--- src/rtl/rids_bitonic_feeder_pkg.sv ---
`default_nettype none
// ============================================================================
//  Module      : rids_bitonic_feeder_pkg
//  Description : Shared widths, types and the RIDS element-reversal helper
//                for the bitonic feeder.
//  Revision    : 1.0  initial release
// ============================================================================
package rids_bitonic_feeder_pkg;

    localparam int NUM_RULE_ID = 8;
    localparam int RID_W       = 4;
    localparam int RIDS_WIDTH  = NUM_RULE_ID * RID_W;
    localparam int TAG_W       = 8;

    typedef logic [0:RIDS_WIDTH-1]   rids_t;
    typedef logic [0:2*RIDS_WIDTH-1] word_t;
    typedef logic [TAG_W-1:0]        tag_t;

    // Half the tag space; a forward distance up to this value marks A as older.
    localparam tag_t TAG_HALF = tag_t'(1 << (TAG_W - 1));

    // Reverse element order: element i of the result is element N-1-i of x.
    function automatic rids_t rids_reverse(input rids_t x);
        rids_t r;
        r = '0;
        for (int i = 0; i < NUM_RULE_ID; i++) begin
            r[i*RID_W +: RID_W] = x[(NUM_RULE_ID-1-i)*RID_W +: RID_W];
        end
        return r;
    endfunction

endpackage
`default_nettype wire

--- src/rtl/rids_bitonic_feeder_if.sv ---
`default_nettype none
// ============================================================================
//  Module      : rids_bitonic_feeder_if
//  Description : Input channels A/B, bitonic output and error status bundle.
//  Revision    : 1.0  initial release
// ============================================================================
interface rids_bitonic_feeder_if;
    import rids_bitonic_feeder_pkg::*;

    logic       a_valid;
    logic       a_ready;
    rids_t      a_rids;
    tag_t       a_tag;
    logic       b_valid;
    logic       b_ready;
    rids_t      b_rids;
    tag_t       b_tag;
    logic       out_valid;
    logic       out_ready;
    word_t      out_data;
    tag_t       out_tag;
    logic       tag_err;
    logic [7:0] err_cnt;

    modport master (
        output a_valid, a_rids, a_tag, b_valid, b_rids, b_tag, out_ready,
        input  a_ready, b_ready, out_valid, out_data, out_tag, tag_err, err_cnt
    );

    modport slave (
        input  a_valid, a_rids, a_tag, b_valid, b_rids, b_tag, out_ready,
        output a_ready, b_ready, out_valid, out_data, out_tag, tag_err, err_cnt
    );

endinterface
`default_nettype wire

--- src/rtl/rids_bitonic_feeder_fifo.sv ---
`default_nettype none
// ============================================================================
//  Module      : rids_fifo
//  Description : Synchronous FIFO with first-word-fall-through head output.
//                Pushes into a full FIFO are ignored even when popping.
//  Revision    : 1.0  initial release
// ============================================================================
module rids_fifo #(
    parameter int WIDTH = 40,
    parameter int DEPTH = 4
) (
    input  wire logic             clk,
    input  wire logic             reset_n,
    input  wire logic             push,
    input  wire logic [WIDTH-1:0] din,
    input  wire logic             pop,
    output logic      [WIDTH-1:0] dout,
    output logic                  full,
    output logic                  empty
);
    localparam int c_PTR_W = $clog2(DEPTH);

    logic [WIDTH-1:0]   r_mem [DEPTH];
    logic [c_PTR_W-1:0] r_wr_ptr;
    logic [c_PTR_W-1:0] r_rd_ptr;
    logic [c_PTR_W:0]   r_count;
    logic               w_push;
    logic               w_pop;

    assign full   = (r_count == (c_PTR_W+1)'(DEPTH));
    assign empty  = (r_count == '0);
    assign w_push = push && !full;
    assign w_pop  = pop && !empty;
    assign dout   = r_mem[r_rd_ptr];

    // Storage array; contents are don't-care until written.
    always_ff @(posedge clk) begin
        if (w_push) begin
            r_mem[r_wr_ptr] <= din;
        end
    end

    // Pointers wrap naturally at the power-of-two depth; count tracks occupancy.
    always_ff @(posedge clk or negedge reset_n) begin
        if (!reset_n) begin
            r_wr_ptr <= '0;
            r_rd_ptr <= '0;
            r_count  <= '0;
        end else begin
            if (w_push) r_wr_ptr <= r_wr_ptr + 1'b1;
            if (w_pop)  r_rd_ptr <= r_rd_ptr + 1'b1;
            case ({w_push, w_pop})
                2'b10:   r_count <= r_count + 1'b1;
                2'b01:   r_count <= r_count - 1'b1;
                default: r_count <= r_count;
            endcase
        end
    end

endmodule
`default_nettype wire

--- src/rtl/rids_bitonic_feeder.sv ---
`default_nettype none
// ============================================================================
//  Module      : rids_bitonic_feeder
//  Description : Buffers channel A/B RIDS, pairs heads by packet tag, drops
//                the older head on mismatch, and emits {A, reverse(B)} as a
//                bitonic word on a valid/ready output.
//  Revision    : 1.0  initial release
// ============================================================================
module rids_bitonic_feeder
    import rids_bitonic_feeder_pkg::*;
#(
    parameter int FIFO_DEPTH = 4
) (
    input  wire logic              clk,
    input  wire logic              reset_n,
    rids_bitonic_feeder_if.slave   bus
);
    localparam int c_FIFO_W = RIDS_WIDTH + TAG_W;

    logic [c_FIFO_W-1:0] w_a_head;
    logic [c_FIFO_W-1:0] w_b_head;
    logic                w_a_full;
    logic                w_a_empty;
    logic                w_b_full;
    logic                w_b_empty;
    rids_t               w_a_rids;
    rids_t               w_b_rids;
    tag_t                w_a_tag;
    tag_t                w_b_tag;
    tag_t                w_tag_diff;
    logic                w_fire;
    logic                w_match;
    logic                w_a_older;
    logic                w_pop_a;
    logic                w_pop_b;

    logic                r_alive;
    logic                r_out_valid;
    word_t               r_out_data;
    tag_t                r_out_tag;
    logic                r_tag_err;
    logic [7:0]          r_err_cnt;

    rids_fifo #(.WIDTH(c_FIFO_W), .DEPTH(FIFO_DEPTH)) u_fifo_a (
        .clk     (clk),
        .reset_n (reset_n),
        .push    (bus.a_valid && bus.a_ready),
        .din     ({bus.a_tag, bus.a_rids}),
        .pop     (w_pop_a),
        .dout    (w_a_head),
        .full    (w_a_full),
        .empty   (w_a_empty)
    );

    rids_fifo #(.WIDTH(c_FIFO_W), .DEPTH(FIFO_DEPTH)) u_fifo_b (
        .clk     (clk),
        .reset_n (reset_n),
        .push    (bus.b_valid && bus.b_ready),
        .din     ({bus.b_tag, bus.b_rids}),
        .pop     (w_pop_b),
        .dout    (w_b_head),
        .full    (w_b_full),
        .empty   (w_b_empty)
    );

    assign {w_a_tag, w_a_rids} = w_a_head;
    assign {w_b_tag, w_b_rids} = w_b_head;

    // Ready is held low through reset and for the edge that releases it.
    assign bus.a_ready = r_alive && !w_a_full;
    assign bus.b_ready = r_alive && !w_b_full;

    // Pairing needs both heads and an output slot that is free or draining.
    assign w_fire     = !w_a_empty && !w_b_empty && (!r_out_valid || bus.out_ready);
    assign w_match    = (w_a_tag == w_b_tag);
    assign w_tag_diff = w_b_tag - w_a_tag;
    assign w_a_older  = (w_tag_diff != '0) && (w_tag_diff <= TAG_HALF);
    assign w_pop_a    = w_fire && (w_match || w_a_older);
    assign w_pop_b    = w_fire && (w_match || !w_a_older);

    assign bus.out_valid = r_out_valid;
    assign bus.out_data  = r_out_data;
    assign bus.out_tag   = r_out_tag;
    assign bus.tag_err   = r_tag_err;
    assign bus.err_cnt   = r_err_cnt;

    // Marks the first clock after reset release so the channels open up.
    always_ff @(posedge clk or negedge reset_n) begin
        if (!reset_n) begin
            r_alive <= 1'b0;
        end else begin
            r_alive <= 1'b1;
        end
    end

    // Output register: load a matched pair, otherwise drain when accepted.
    always_ff @(posedge clk or negedge reset_n) begin
        if (!reset_n) begin
            r_out_valid <= 1'b0;
            r_out_data  <= '0;
            r_out_tag   <= '0;
        end else if (w_fire && w_match) begin
            r_out_valid <= 1'b1;
            r_out_data  <= {w_a_rids, rids_reverse(w_b_rids)};
            r_out_tag   <= w_a_tag;
        end else if (bus.out_ready) begin
            r_out_valid <= 1'b0;
        end
    end

    // Drop pulse and saturating drop counter.
    always_ff @(posedge clk or negedge reset_n) begin
        if (!reset_n) begin
            r_tag_err <= 1'b0;
            r_err_cnt <= '0;
        end else begin
            r_tag_err <= w_fire && !w_match;
            if (w_fire && !w_match && (r_err_cnt != 8'hFF)) begin
                r_err_cnt <= r_err_cnt + 8'd1;
            end
        end
    end

endmodule
`default_nettype wire
--- src/flat_wrapper.sv ---
// flat-port wrapper written by rule: the top's interface ports become plain ports
module rids_bitonic_feeder_flat import rids_bitonic_feeder_pkg::*;
#(
    parameter int FIFO_DEPTH = 4
)
  (clk, reset_n, bus_a_valid, bus_a_rids, bus_a_tag, bus_b_valid, bus_b_rids, bus_b_tag, bus_out_ready, bus_a_ready, bus_b_ready, bus_out_valid, bus_out_data, bus_out_tag, bus_tag_err, bus_err_cnt);
  rids_bitonic_feeder_if bus_i ();
  input  wire logic clk;
  input  wire logic reset_n;
  input wire logic [$bits(bus_i.a_valid)-1:0] bus_a_valid;
  input wire logic [$bits(bus_i.a_rids)-1:0] bus_a_rids;
  input wire logic [$bits(bus_i.a_tag)-1:0] bus_a_tag;
  input wire logic [$bits(bus_i.b_valid)-1:0] bus_b_valid;
  input wire logic [$bits(bus_i.b_rids)-1:0] bus_b_rids;
  input wire logic [$bits(bus_i.b_tag)-1:0] bus_b_tag;
  input wire logic [$bits(bus_i.out_ready)-1:0] bus_out_ready;
  output wire logic [$bits(bus_i.a_ready)-1:0] bus_a_ready;
  output wire logic [$bits(bus_i.b_ready)-1:0] bus_b_ready;
  output wire logic [$bits(bus_i.out_valid)-1:0] bus_out_valid;
  output wire logic [$bits(bus_i.out_data)-1:0] bus_out_data;
  output wire logic [$bits(bus_i.out_tag)-1:0] bus_out_tag;
  output wire logic [$bits(bus_i.tag_err)-1:0] bus_tag_err;
  output wire logic [$bits(bus_i.err_cnt)-1:0] bus_err_cnt;
  assign bus_i.a_valid = bus_a_valid;
  assign bus_i.a_rids = bus_a_rids;
  assign bus_i.a_tag = bus_a_tag;
  assign bus_i.b_valid = bus_b_valid;
  assign bus_i.b_rids = bus_b_rids;
  assign bus_i.b_tag = bus_b_tag;
  assign bus_i.out_ready = bus_out_ready;
  assign bus_a_ready = bus_i.a_ready;
  assign bus_b_ready = bus_i.b_ready;
  assign bus_out_valid = bus_i.out_valid;
  assign bus_out_data = bus_i.out_data;
  assign bus_out_tag = bus_i.out_tag;
  assign bus_tag_err = bus_i.tag_err;
  assign bus_err_cnt = bus_i.err_cnt;
  rids_bitonic_feeder #(.FIFO_DEPTH(FIFO_DEPTH)) u_core (.clk(clk), .reset_n(reset_n), .bus(bus_i));
endmodule
--- config.mk ---
export PLATFORM = sky130hd
export DESIGN_NAME = rids_bitonic_feeder_flat
export DESIGN_NICKNAME = d
export VERILOG_FILES = /design/src/rtl/rids_bitonic_feeder_pkg.sv /design/src/rtl/rids_bitonic_feeder_if.sv /design/src/rtl/rids_bitonic_feeder_fifo.sv /design/src/rtl/rids_bitonic_feeder.sv /design/src/flat_wrapper.sv
export SDC_FILE = /design/constraint.sdc
export NUM_CORES = 1
export LEC_CHECK = 0
export BUFFER_PORTS_ARGS = -buffer_cell sky130_fd_sc_hd__buf_4
export CAP_MARGIN = 20
export CORE_ASPECT_RATIO = 1.25
export CORE_MARGIN = 5
export CORE_UTILIZATION = 40
export DETAILED_ROUTE_END_ITERATION = 6
export PLACE_DENSITY = 0.58
export SETUP_SLACK_MARGIN = 0.5
export SLEW_MARGIN = 25
export SYNTH_ARGS = -nofsm -noshare
export SYNTH_HDL_FRONTEND = slang
export SYNTH_SLANG_ARGS = --single-unit
--- constraint.sdc ---
create_clock -name clk -period 11.8 [get_ports clk]
set_input_delay 2.36 -clock clk [delete_from_list [all_inputs] [get_ports clk]]
set_output_delay 2.36 -clock clk [all_outputs]
set_load 0.01 [all_outputs]
-- After elaboration in Yosys (flattened, before gate mapping)
Memory sizes are Yosys's and may differ from the RTL's.
Cells that the tools add are included.
- mux-type cells: 8
- bitwise gates (word level): 0
- divide/modulo/power cells: 0
- equal/unequal tests: 8
- reduce and logical (&&, ||, !) cells: 32
- $lt $le $gt $ge: 1
- multiply operators: 0
- $add $sub $neg: 10
- shift-type cells: 0
- operators with widths (cell ; number):
    $logic_and A1 B1 Y1 ; 16
    $pmux W3 S2 ; 2
    $add A2 B1 Y2 const B ; 4
    $add A8 B1 Y8 const B ; 1
    $eq A8 B8 Y1 ; 1
    $le A8 B8 Y1 const B ; 1
    $ne A8 B8 Y1 const B ; 1
    $reduce_bool A8 Y1 ; 1
    $sub A8 B8 Y8 ; 1
    $logic_not A1 Y1 ; 7
    $add A3 B1 Y3 const B ; 2
    $eq A3 B3 Y1 const B ; 2
    $logic_not A3 Y1 ; 2
    $mux W1 ; 6
    $reduce_bool A2 Y1 ; 3
    $sub A3 B1 Y3 const B ; 2
    $eq A2 B1 Y1 const B ; 2
    $eq A2 B2 Y1 const B ; 2
    $logic_or A1 B1 Y1 ; 3
- flip-flop bits (word level): 97
- memories: 2
- ROM bits: 0
- output and inout port bits: 84
- latch bits: 0
- bits in writable memories: 320
- input port bits: 85
- memories (memory ; depth ; width ; rd ports ; clocked after memory_dff ; write ports ; line ; text):
    u_core.u_fifo_a.r_mem ; 4 ; 40 ; 1 ; 0 ; 1 ; rids_bitonic_feeder_fifo.sv:23 ; logic [WIDTH-1:0] r_mem [DEPTH];
    u_core.u_fifo_b.r_mem ; 4 ; 40 ; 1 ; 0 ; 1 ; rids_bitonic_feeder_fifo.sv:23 ;

-- Depth between registers and ports, before layout
Gate-level depths: netlist (run 1).
An unclocked memory read counts as a cell.
- depth after elaboration: 10
- gate-level depth with buffers: 18

-- Hierarchy
From an unflattened synthesis (run 1), not the netlist that was laid out.
- cell total of the unflattened synthesis: 741
- area, all modules: 16057.9 um2
- modules (own cells, without submodules) (module ; area each (um2) ; cells an instance ; instances ; seq. area each (um2)):
    rids_fifo ; 6249.7 ; 247 ; 2 ; 4979.8
    rids_bitonic_feeder ; 3558.4 ; 247 ; 1 ; 2077.0

-- Worst setup path after synthesis (run 1)
OpenSTA, ideal clock, no wires.
- kind: reg2reg
- start point: register u_core.u_fifo_a.r_rd_ptr[0]
- end point: register u_core.u_fifo_b.r_count[2]
- path slack: 7061 ps
- cell stages (with the launch flop): 19
- arrival time: 4660 ps
- data required time: 11721 ps
- setup time: 79 ps
- cell sequence: dfrtp_1 > clkbuf_1 > buf_1 > mux4_2 > inv_1 > ha_1 > and3_1 > o21a_1 > or3_4 > and3b_1 > or3_4 > o31a_1 > nor3_2 > ha_1 > inv_1 > fa_1 > xor2_1 > nor2_1 > xor2_1
- cells in the longest elaborated chain, start to end: 10
- elaborated cells on any way between the ends: 14
- classes of those cells: add/sub (1); order compare (1); eq/ne (3); mux (1); reduce/logical (7); memory (1)
- ends and longest elaborated chain (element ; line ; text):
    start: declaration ; rids_bitonic_feeder_fifo.sv:25 ; logic [c_PTR_W-1:0] r_rd_ptr;
    start signal: assignment ; rids_bitonic_feeder_fifo.sv:51 ; if (w_pop) r_rd_ptr <= r_rd_ptr + 1'b1;
    $mem_v2 Z4 W40 (*) ; -- ;
    $sub A8 B8 Y8 ; rids_bitonic_feeder.sv:76 ; assign w_tag_diff = w_b_tag - w_a_tag;
    $le A8 B8 Y1 or $reduce_bool A8 Y1 (tied branches) ; rids_bitonic_feeder.sv:77 ; assign w_a_older = (w_tag_diff != '0) && (w_tag_diff <= TAG_HALF);
    $logic_and A1 B1 Y1 ; rids_bitonic_feeder.sv:77 ;
    $logic_not A1 Y1 ; rids_bitonic_feeder.sv:79 ; assign w_pop_b = w_fire && (w_match || !w_a_older);
    $logic_or A1 B1 Y1 (*) ; rids_bitonic_feeder.sv:79 ;
    $logic_and A1 B1 Y1 (*) ; rids_bitonic_feeder.sv:79 ;
    $logic_and A1 B1 Y1 (*) ; rids_bitonic_feeder_fifo.sv:33 ; assign w_pop = pop && !empty;
    named net u_core.u_fifo_b.w_pop ; rids_bitonic_feeder_fifo.sv:28 ; logic w_pop;
    $eq A2 B1 Y1 or $eq A2 B2 Y1 (tied branches) ; rids_bitonic_feeder_fifo.sv:52 ; case ({w_push, w_pop})
    $pmux W3 S2 or $reduce_bool A2 Y1 (tied branches) ; -- ;
    end signal: assignment ; rids_bitonic_feeder_fifo.sv:53 ; 2'b10: r_count <= r_count + 1'b1;
    end signal: assignment ; rids_bitonic_feeder_fifo.sv:54 ; 2'b01: r_count <= r_count - 1'b1;
    end signal: assignment ; rids_bitonic_feeder_fifo.sv:55 ; default: r_count <= r_count;
    end: declaration ; rids_bitonic_feeder_fifo.sv:26 ; logic [c_PTR_W:0] r_count;
The timed path passes the listed nets; every way through them passes the cells marked *.
A chain may end at the register's enable or synchronous reset.

-- Worst setup path in the final report (run 1)
- start point: register u_core.u_fifo_b.r_rd_ptr[0]
- end point: register u_core.u_fifo_b.r_count[2]
- cells in the longest elaborated chain, start to end: 10
- elaborated cells on any way between the ends: 14
- classes of those cells: add/sub (1); order compare (1); eq/ne (3); mux (1); reduce/logical (7); memory (1)
- ends and longest elaborated chain (element ; line):
    start: declaration ; rids_bitonic_feeder_fifo.sv:25
    start signal: assignment ; rids_bitonic_feeder_fifo.sv:51
    $mem_v2 Z4 W40 (*) ; --
    $sub A8 B8 Y8 ; rids_bitonic_feeder.sv:76
    $le A8 B8 Y1 or $reduce_bool A8 Y1 (tied branches) ; rids_bitonic_feeder.sv:77
    $logic_and A1 B1 Y1 ; rids_bitonic_feeder.sv:77
    $logic_not A1 Y1 ; rids_bitonic_feeder.sv:79
    $logic_or A1 B1 Y1 (*) ; rids_bitonic_feeder.sv:79
    $logic_and A1 B1 Y1 (*) ; rids_bitonic_feeder.sv:79
    $logic_and A1 B1 Y1 (*) ; rids_bitonic_feeder_fifo.sv:33
    named net u_core.u_fifo_b.w_pop ; rids_bitonic_feeder_fifo.sv:28
    $eq A2 B1 Y1 or $eq A2 B2 Y1 (tied branches) ; rids_bitonic_feeder_fifo.sv:52
    $pmux W3 S2 or $reduce_bool A2 Y1 (tied branches) ; --
Marked as above.

==> results by group, run 1 <==
Status
  – Result of the run: finished, final reports clean

Layout
  – Core occupancy in the finished layout: 49.0%
  – # nets final: 1049
  – Area taken by multi-input logic gates: 3570 µm²
  – Count of inserted antenna diode cells: 0
  – Area growth from synthesis to layout: 21.4%
  – Filler Cells Inserted: 3256
  – Share of final-layout standard cells stronger than drive strength 1: between 40 and 50%
  – Area occupied by registers: 12000 µm²

Die
  – Standard-cell rows: 81
  – Area of the placeable core: 39100 µm²
  – Die height: between 200 and 250 µm
  – Die Wd: roughly 190 µm
  – Initial standard-cell utilization of the core: between 40% and 50%
  – Full die area: 43600 µm²
  – I/O pin count: 169

Drt
  – Aggregate routed wire length: just over 30000 µm
  – Detail-routed net length per standard cell: 20.8 µm
  – DRC violation count after routing: 0
  – DRC marker count from the first detailed-route iteration: 370
  – Drt first pass iters: 4
  – Antenna-violating nets left: 0
  – Total number of vias: 7558
  – Number of vias per cell after detailed routing: 5.12

Worst setup path
  – Startpoint of the most critical register-to-register path: u_core.u_fifo_b.r_rd_ptr[0]
  – Data arrival time of the critical path: 5.48 ns
  – Crit path required time: 12.26 ns
  – Critical path's slowest cell: sky130_fd_sc_hd__buf_4
  – Highest cell delay on the worst timing path: 0.62 ns
  – Worst reg-to-reg path cell count: 16
  – Critical Path Stages: 16
  – Critical Setup Path Class: register to register
  – Buffers & Inverters on Critical Path: 2
  – Critical path capture point type: register
  – Dominant delay contributor by cell family on the critical path: simple AND/OR/NAND/NOR gates
  – Reg2Reg Setup Slack: 6.78 ns
  – Worst path cell trace: buf_4 -> mux4_2 -> ha_1 -> and3b_1 -> o211a_1 -> o2111ai_2 -> and3b_1 -> or3_4 -> o31a_1 -> nor3_2 -> ha_1 -> inv_1 -> fa_1 -> xor2_1 -> nor2_1 -> xor2_1
  – Capturing point of the worst reg2reg path: u_core.u_fifo_b.r_count[2]
  – Critical path launch point type: register
  – Launch point of the worst path: u_core.u_fifo_b.r_rd_ptr[0]
  – Critical Path End: u_core.u_fifo_b.r_count[2]
  – Maximum fanout count along the critical path: 38

Timing
  – Count of final setup violators: 0
  – Maximum frequency from static timing analysis: 199 MHz
  – Final setup margin: 6.78 ns
  – Final Skew: between 0.015 and 0.02 ns
  – Worst slew pin tran: approximately 0.87 ns
  – Unrepaired setup endpoints after global routing: false
  – Final sum of negative setup slack: 0 ns
  – Minimum period implied by the final worst setup slack: 5.02 ns
  – Count of endpoints failing hold in the final timing report: 0
  – Max_slew headroom: 42.3%
  – Final worst-path cycle share: 42.6%
  – Pins over their slew limit: 0

Synthesis
  – Cell area after technology mapping: between 15000 and 20000 µm²
  – Sequential share of the synthesized area: 76.3%
  – EDFF count, synth: between 300 and 400
  – Ys async rst share: a little under a quarter
  – Post-synthesis compound-gate area fraction: between 1 and 1.5%
  – Syn avg cell area: 21.2 µm²
  – Synthesized-area fraction occupied by and/or/nand/nor cells: 2.31%
  – Mux cell area share after synthesis: 16.2%
  – Net count after synthesis: 851
  – Top FF cell, synth: sky130_fd_sc_hd__edfxtp_1
  – Number of register bits inferred by synthesis: 417
  – Post-synthesis share of cell area spent on full adders, half adders and majority gates: 1.68%
  – Combinational family with the most area after synthesis: multiplexers
  – Count of synthesis-stage warnings from yosys: 0
  – Number of different library cells in the post-synthesis netlist: 43
  – Post-Syn Instances: 746
  – Synth Area in XOR/XNOR: 1.22%

Global route
  – Total GRT Usage: 14.2%
  – First-pass GRT wire length: 48200 µm
  – Vias in the first global route: 8341
  – Total grt overflow: 0
  – Initial antenna violation count: 1
  – Largest net degree at the start of global routing: 53

Place
  – Post-detail-place hpwl: 18200 µm
  – Post-Place Worst Slack: 6.66 ns
  – Placer's final routability congestion estimate: roughly 0.7
  – Total of buffers placed on input and output ports: 168

Clock network
  – Post-cts repair resize count: 0
  – Clock Sinks: around 420
  – Post-CTS Hold Fix Bufs: 0
  – Root Driver: sky130_fd_sc_hd__clkbuf_16
  – CTS tree: built
  – Number of CTS-inserted buffers: 43
  – Clk pin slew, worst setup/hold paths: 0.06 ns
  – Maximum clock path buffer count: 3
  – Count of H-tree levels built during CTS: 2
  – Post-CTS setup repair buffer count: 0
  – Clock latency at the later pin of the worst-skew pair: roughly 0.55 ns

Pwr
  – Maximum VDD drop: between 0.15 and 0.2 mV
  – Pwr dens: 243 nW/µm²
  – Standby leakage power: about 7.3 nW

Min path
  – Tightest Hold Check Type: register to register

Flow run
  – Number of maximum-capacitance constraint violations: 0
==> routing by layer <==
layer / GRT usage [%] / part of all wire [%]
met1: 18.2 / 42
met4: 3.60 / 1.9
met5: 0 / 0.042
met3: 4.15 / 6.4
met2: 24.2 / 50
==> kinds of logic after synthesis <==
family,count (synthesis)
flip-flops,417
multiplexers,147
AND/OR/NAND/NOR,63
buffers and inverters,51
AO/OA/AOI/OAI,25
XOR/XNOR,22
adder cells (fa/ha/maj),20
other,1
==> through the flow <==
step / instance area (µm²) / hold slack, ns / cells / power [mW]
after global routing: 19200 / 0.511 / 1475 / 4.93
after floorplan: 15800 / 0.455 / 746 / 2.88
after CTS: 19200 / 0.495 / 1475 / 4.73
final: 19200 / 0.488 / 1475 / 4.65
after global placement: 17700 / 0.474 / 1397 / 3.29
after detailed placement: 17700 / 0.482 / 1397 / 3.31
==> flip-flops by register name (all words and copies together) (netlist names), 3 cells and up <==
name,count
u_core.bus.err_cnt,8
u_core.bus.out_data,64
u_core.bus.out_tag,8
u_core.u_fifo_a.r_count,3
u_core.u_fifo_a.r_mem,160
u_core.u_fifo_b.r_count,3
u_core.u_fifo_b.r_mem,160
==> placed cells by master (no fill, tap or decap), types with 3 or more instances in the layout <==
| cell | count |
|---|---|
| sky130_fd_sc_hd__clkbuf_1 | 9 |
| sky130_fd_sc_hd__edfxtp_1 | 320 |
| sky130_fd_sc_hd__o21ai_0 | 6 |
| sky130_fd_sc_hd__dfrtp_1 | 93 |
| sky130_fd_sc_hd__clkbuf_8 | 7 |
| sky130_fd_sc_hd__mux2_2 | 53 |
| sky130_fd_sc_hd__clkinv_2 | 7 |
| sky130_fd_sc_hd__nor2b_1 | 3 |
| sky130_fd_sc_hd__mux4_2 | 80 |
| sky130_fd_sc_hd__nor4_1 | 6 |
| sky130_fd_sc_hd__and3_2 | 8 |
| sky130_fd_sc_hd__nand2_1 | 16 |
| sky130_fd_sc_hd__mux2_1 | 14 |
| sky130_fd_sc_hd__ha_1 | 18 |
| sky130_fd_sc_hd__nand4_1 | 3 |
| sky130_fd_sc_hd__inv_1 | 23 |
| sky130_fd_sc_hd__xor2_1 | 11 |
| sky130_fd_sc_hd__o21ai_1 | 6 |
| sky130_fd_sc_hd__buf_4 | 181 |
| sky130_fd_sc_hd__dfrtp_2 | 3 |
| sky130_fd_sc_hd__bufinv_16 | 6 |
| sky130_fd_sc_hd__xnor2_1 | 11 |
| sky130_fd_sc_hd__and2_1 | 4 |
| sky130_fd_sc_hd__clkbuf_16 | 43 |
| sky130_fd_sc_hd__nor2_1 | 5 |
==> how the worst min path moves through the flow <==
stage / slack, ns / from / cells past startpoint / to
detailed placement: 0.48 / u_core.bus.out_data[15] / 1 / u_core.bus.out_data[15]
CTS: 0.50 / u_core.bus.out_data[15] / 1 / u_core.bus.out_data[15]
global placement: 0.47 / u_core.bus.out_tag[5] / 2 / u_core.bus.out_tag[5]
floorplan: 0.46 / u_core.u_fifo_a.r_count[2] / 1 / u_core.u_fifo_a.r_count[2]
global route: 0.51 / u_core.u_fifo_a.r_count[0] / 1 / u_core.u_fifo_a.r_count[0]
finish: 0.49 / u_core.bus.out_data[15] / 1 / u_core.bus.out_data[15]
==> synth_stat cells (all sizes together) (2+ instances only) <==
cell / count / share of area (%)
a21oi: 2 / 0.063
a31oi: 2 / 0.079
and2: 4 / 0.16
and3: 10 / 0.40
and3b: 2 / 0.11
and4: 2 / 0.11
buf: 10 / 0.25
clkbuf: 18 / 0.43
dfrtp: 97 / 15
edfxtp: 320 / 61
fa: 2 / 0.25
ha: 18 / 1.4
inv: 23 / 0.55
mux2: 67 / 4.8
mux4: 80 / 11
nand2: 17 / 0.40
nand2b: 2 / 0.079
nand4: 3 / 0.12
nor2: 5 / 0.12
nor2b: 3 / 0.12
nor3: 3 / 0.13
nor4: 6 / 0.24
o211a: 2 / 0.13
o21a: 2 / 0.095
o21ai: 12 / 0.38
or3: 3 / 0.18
xnor2: 11 / 0.61
xor2: 11 / 0.61
==> report_power, final <==
| group | internal (mW) | leakage (nW) | switching, mW |
|---|---|---|---|
| logic | 0.661 | 2.40 | 0.610 |
| registers | 1.83 | 4.19 | 0.147 |
| clock network | 0.849 | 0.724 | 0.550 |
| total | 3.34 | 7.31 | 1.31 |
==> layout make-up <==
class                   count  area share (%)
inverters                  23           0.451
flip-flops and latches    417            62.9
repair buffers            181            7.09
clock inverters            19            1.42
clock buffers              59            6.29
multi-input cells         278            18.6
well taps                 498            3.25
Power figures use the tool's default switching activity.
==> run 2: changes to the inputs <==
--- a/config.mk
+++ b/config.mk
@@ -11,7 +11,7 @@
 export CORE_MARGIN = 5
 export CORE_UTILIZATION = 40
 export DETAILED_ROUTE_END_ITERATION = 6
-export PLACE_DENSITY = 0.58
+export PLACE_DENSITY = 0.6
 export SETUP_SLACK_MARGIN = 0.5
 export SLEW_MARGIN = 25
 export SYNTH_ARGS = -nofsm -noshare
==> constraint.sdc (replaced) <==
create_clock -name clk -period 4.1 [get_ports clk]
set_input_delay 0.82 -clock clk [delete_from_list [all_inputs] [get_ports clk]]
set_output_delay 0.82 -clock clk [all_outputs]
set_load 0.01 [all_outputs]
==> results by group, run 2 (same netlist as run 1, synthesis figures left out) <==
Status
  – Result of the run: finished, final reports clean (unchanged)

Pwr
  – Pwr dens: 713 nW/µm² (was 243 nW/µm²)
  – Standby leakage power: 7.49 nW (was 7.31 nW)
  – Total chip power: 14.0 mW (was 4.65 mW)
  – Maximum VDD drop: 0.426 mV (was 0.171 mV)

Drt
  – Total number of vias: 7690 (was 7558)
  – DRC violation count after routing: 0 (unchanged)
  – Antenna-violating nets left: 0 (unchanged)
  – DRC marker count from the first detailed-route iteration: 367 (was 370)
  – Drt first pass iters: 6 (was 4)
  – Detail-routed net length per standard cell: 21.0 µm (was 20.8 µm)
  – Number of vias per cell after detailed routing: 5.08 (was 5.12)
  – Aggregate routed wire length: 31700 µm (was 30600 µm)

Flow run
  – Number of maximum-capacitance constraint violations: 0 (unchanged)

Layout
  – # nets final: 1085 (was 1049)
  – Final instance count without filler cells: 1513 (was 1475)
  – Core occupancy in the finished layout: 50.1% (was 49.0%)
  – Filler Cells Inserted: 3228 (was 3256)
  – Commonest cells after routing, fill and taps aside: sky130_fd_sc_hd__edfxtp_1 (320), sky130_fd_sc_hd__buf_4 (212), sky130_fd_sc_hd__dfrtp_1 (93) (was sky130_fd_sc_hd__edfxtp_1 (320), sky130_fd_sc_hd__buf_4 (181), sky130_fd_sc_hd__dfrtp_1 (93))
  – Cell area after layout: 19600 µm² (was 19200 µm²)
  – Share of final-layout standard cells stronger than drive strength 1: 45.5% (was 40.9%)
  – Commonest non-fill, non-tap cell in the layout: sky130_fd_sc_hd__edfxtp_1 (unchanged)
  – Area growth from synthesis to layout: 24.2% (was 21.4%)

Global route
  – First-pass GRT wire length: 49600 µm (was 48200 µm)
  – Largest net degree at the start of global routing: 55 (was 53)
  – Vias in the first global route: 8469 (was 8341)
  – Total GRT Usage: 14.7% (was 14.2%)
  – Total grt overflow: 0 (unchanged)
  – Initial antenna violation count: 1 (unchanged)

Worst setup path
  – Critical path launch point type: register (unchanged)
  – Critical Setup Path Class: register to register (unchanged)
  – Reg2Reg Setup Slack: 0.02 ns (was 6.78 ns)
  – Data arrival time of the critical path: 4.54 ns (was 5.48 ns)
  – Critical path capture point type: register (unchanged)
  – Capturing point of the worst reg2reg path: u_core.u_fifo_b.r_count[2] (unchanged)
  – Worst reg-to-reg path cell count: 16 (unchanged)
  – Crit path required time: 4.56 ns (was 12.26 ns)
  – Startpoint of the most critical register-to-register path: u_core.u_fifo_a.r_rd_ptr[0] (was u_core.u_fifo_b.r_rd_ptr[0])
  – Maximum fanout count along the critical path: 6 (was 38)

Timing
  – Count of endpoints failing hold in the final timing report: 0 (unchanged)
  – Unrepaired setup endpoints after global routing: true (was false)
  – Final sum of negative setup slack: 0 ns (unchanged)
  – Post-Route Hold Slack: 0.388 ns (was 0.488 ns)
  – Count of final setup violators: 0 (unchanged)
  – Final Skew: 0.0199 ns (was 0.0183 ns)
  – Max_slew headroom: 34.8% (was 42.3%)
  – Final setup margin: 0.0220 ns (was 6.78 ns)
  – Pins over their slew limit: 0 (unchanged)
  – Final worst-path cycle share: 99.5% (was 42.6%)
  – Maximum frequency from static timing analysis: 245 MHz (was 199 MHz)
  – Worst slew pin tran: 0.978 ns (was 0.865 ns)
  – Minimum period implied by the final worst setup slack: 4.08 ns (was 5.02 ns)

Place
  – Post-detail-place hpwl: 20000 µm (was 18200 µm)
  – Instance count after placement with tap cells included: 1419 (was 1397)
  – Post-Place Worst Slack: -0.0689 ns (was 6.66 ns)
  – Placer's final routability congestion estimate: 0.708 (was 0.700)
  – Total of buffers placed on input and output ports: 168 (unchanged)
  – Post-Place Cell Area: 18000 µm² (was 17700 µm²)

Clock network
  – Post-CTS Hold Fix Bufs: 0 (unchanged)
  – Clk pin slew, worst setup/hold paths: 0.06 ns (about the same)
  – Root Driver: sky130_fd_sc_hd__clkbuf_16 (unchanged)
  – Count of H-tree levels built during CTS: 2 (unchanged)
  – Number of CTS-inserted buffers: 42 (was 43)
  – CTS tree: built (unchanged)
  – Clock latency at the later pin of the worst-skew pair: 0.55 ns (about the same)
  – Maximum clock path buffer count: 3 (unchanged)
  – Clock Sinks: 417 (unchanged)

Min path
  – Tightest Hold Check Type: input port to async pin (was register to register)

Die
  – Die height: 232 µm (unchanged)
  – Die Wd: 188 µm (unchanged)
  – Initial standard-cell utilization of the core: 40.3% (unchanged)
  – Standard-cell rows: 81 (unchanged)
  – I/O pin count: 169 (unchanged)
  – Area of the placeable core: 39100 µm² (unchanged)
  – Full die area: 43600 µm² (unchanged)
==> run 2: changes by cell type in the layout (fill, tap and decap cells not counted), sizes merged <==
cell	before	now
diode	0	1
bufinv	6	5
clkbuf	59	52
buf	181	218
inv	23	24
clkinvlp	1	4
clkinv	12	16
==> run 2: repair_timing <==
item,CTS,global route
buffers inserted,3,12
setup endpoints to repair,19,42
pin swaps,10,3
gates resized for setup,9,9
==> run 2: worst max-delay path: stages (launching register included) <==
cell and delay, ns:
sky130_fd_sc_hd__dfrtp_4 0.47, sky130_fd_sc_hd__mux4_2 0.52, sky130_fd_sc_hd__inv_2 0.10, sky130_fd_sc_hd__ha_4 0.21, sky130_fd_sc_hd__and3b_1 0.20, sky130_fd_sc_hd__o211a_1 0.22, sky130_fd_sc_hd__o2111ai_2 0.25, sky130_fd_sc_hd__and3b_1 0.22
sky130_fd_sc_hd__or3_4 0.34, sky130_fd_sc_hd__o31a_1 0.28, sky130_fd_sc_hd__nor3_2 0.20, sky130_fd_sc_hd__ha_2 0.22, sky130_fd_sc_hd__inv_2 0.04, sky130_fd_sc_hd__fa_2 0.34, sky130_fd_sc_hd__xor2_1 0.15, sky130_fd_sc_hd__nor2_1 0.11
sky130_fd_sc_hd__xor2_1 0.15
==> run 2: how the worst max path moves through the flow <==
stage | from | endpoint | slack [ns] | cells past startpoint
finish | u_core.u_fifo_a.r_rd_ptr[0] | u_core.u_fifo_b.r_count[2] | 0.02 | 16
global route | u_core.u_fifo_a.r_rd_ptr[0] | u_core.u_fifo_b.r_count[2] | -0.15 | 16
CTS | u_core.u_fifo_b.r_rd_ptr[0] | u_core.u_fifo_b.r_count[2] | -0.0003 | 15
detailed placement | u_core.u_fifo_b.r_rd_ptr[0] | u_core.u_fifo_a.r_count[2] | -0.07 | 16
global placement | u_core.u_fifo_a.r_rd_ptr[0] | u_core.u_fifo_b.r_count[2] | 0.01 | 16
floorplan | u_core.u_fifo_a.r_rd_ptr[0] | u_core.u_fifo_b.r_count[2] | -0.02 | 18
==> run 2: per-layer routing <==
metal	track usage (%)	vias to the layer above	routed length, µm
met1	18.8	4016	12900
met2	25.0	183	16100
met4	3.63	2	626
li1	-	3440	-
met5	0	-	13
met3	4.32	49	2060
==> run 2: cell type report <==
type	instances	area (µm²)	area share, %
sequential	417	12000	61.4
multi-input combinational	278	3710	18.9
timing repair buffer	218	1710	8.71
clock buffer	52	1140	5.81
tap	498	623	3.18
clock inverter	26	294	1.50
inverter	23	86.3	0.440
antenna	1	2.50	0.0128
==> run 2: power breakdown <==
part           internal [mW]  switching (mW)  total (mW)
clock                   2.31            1.59        3.90
combinational           2.38            2.09        4.48
sequential              5.27           0.331        5.60
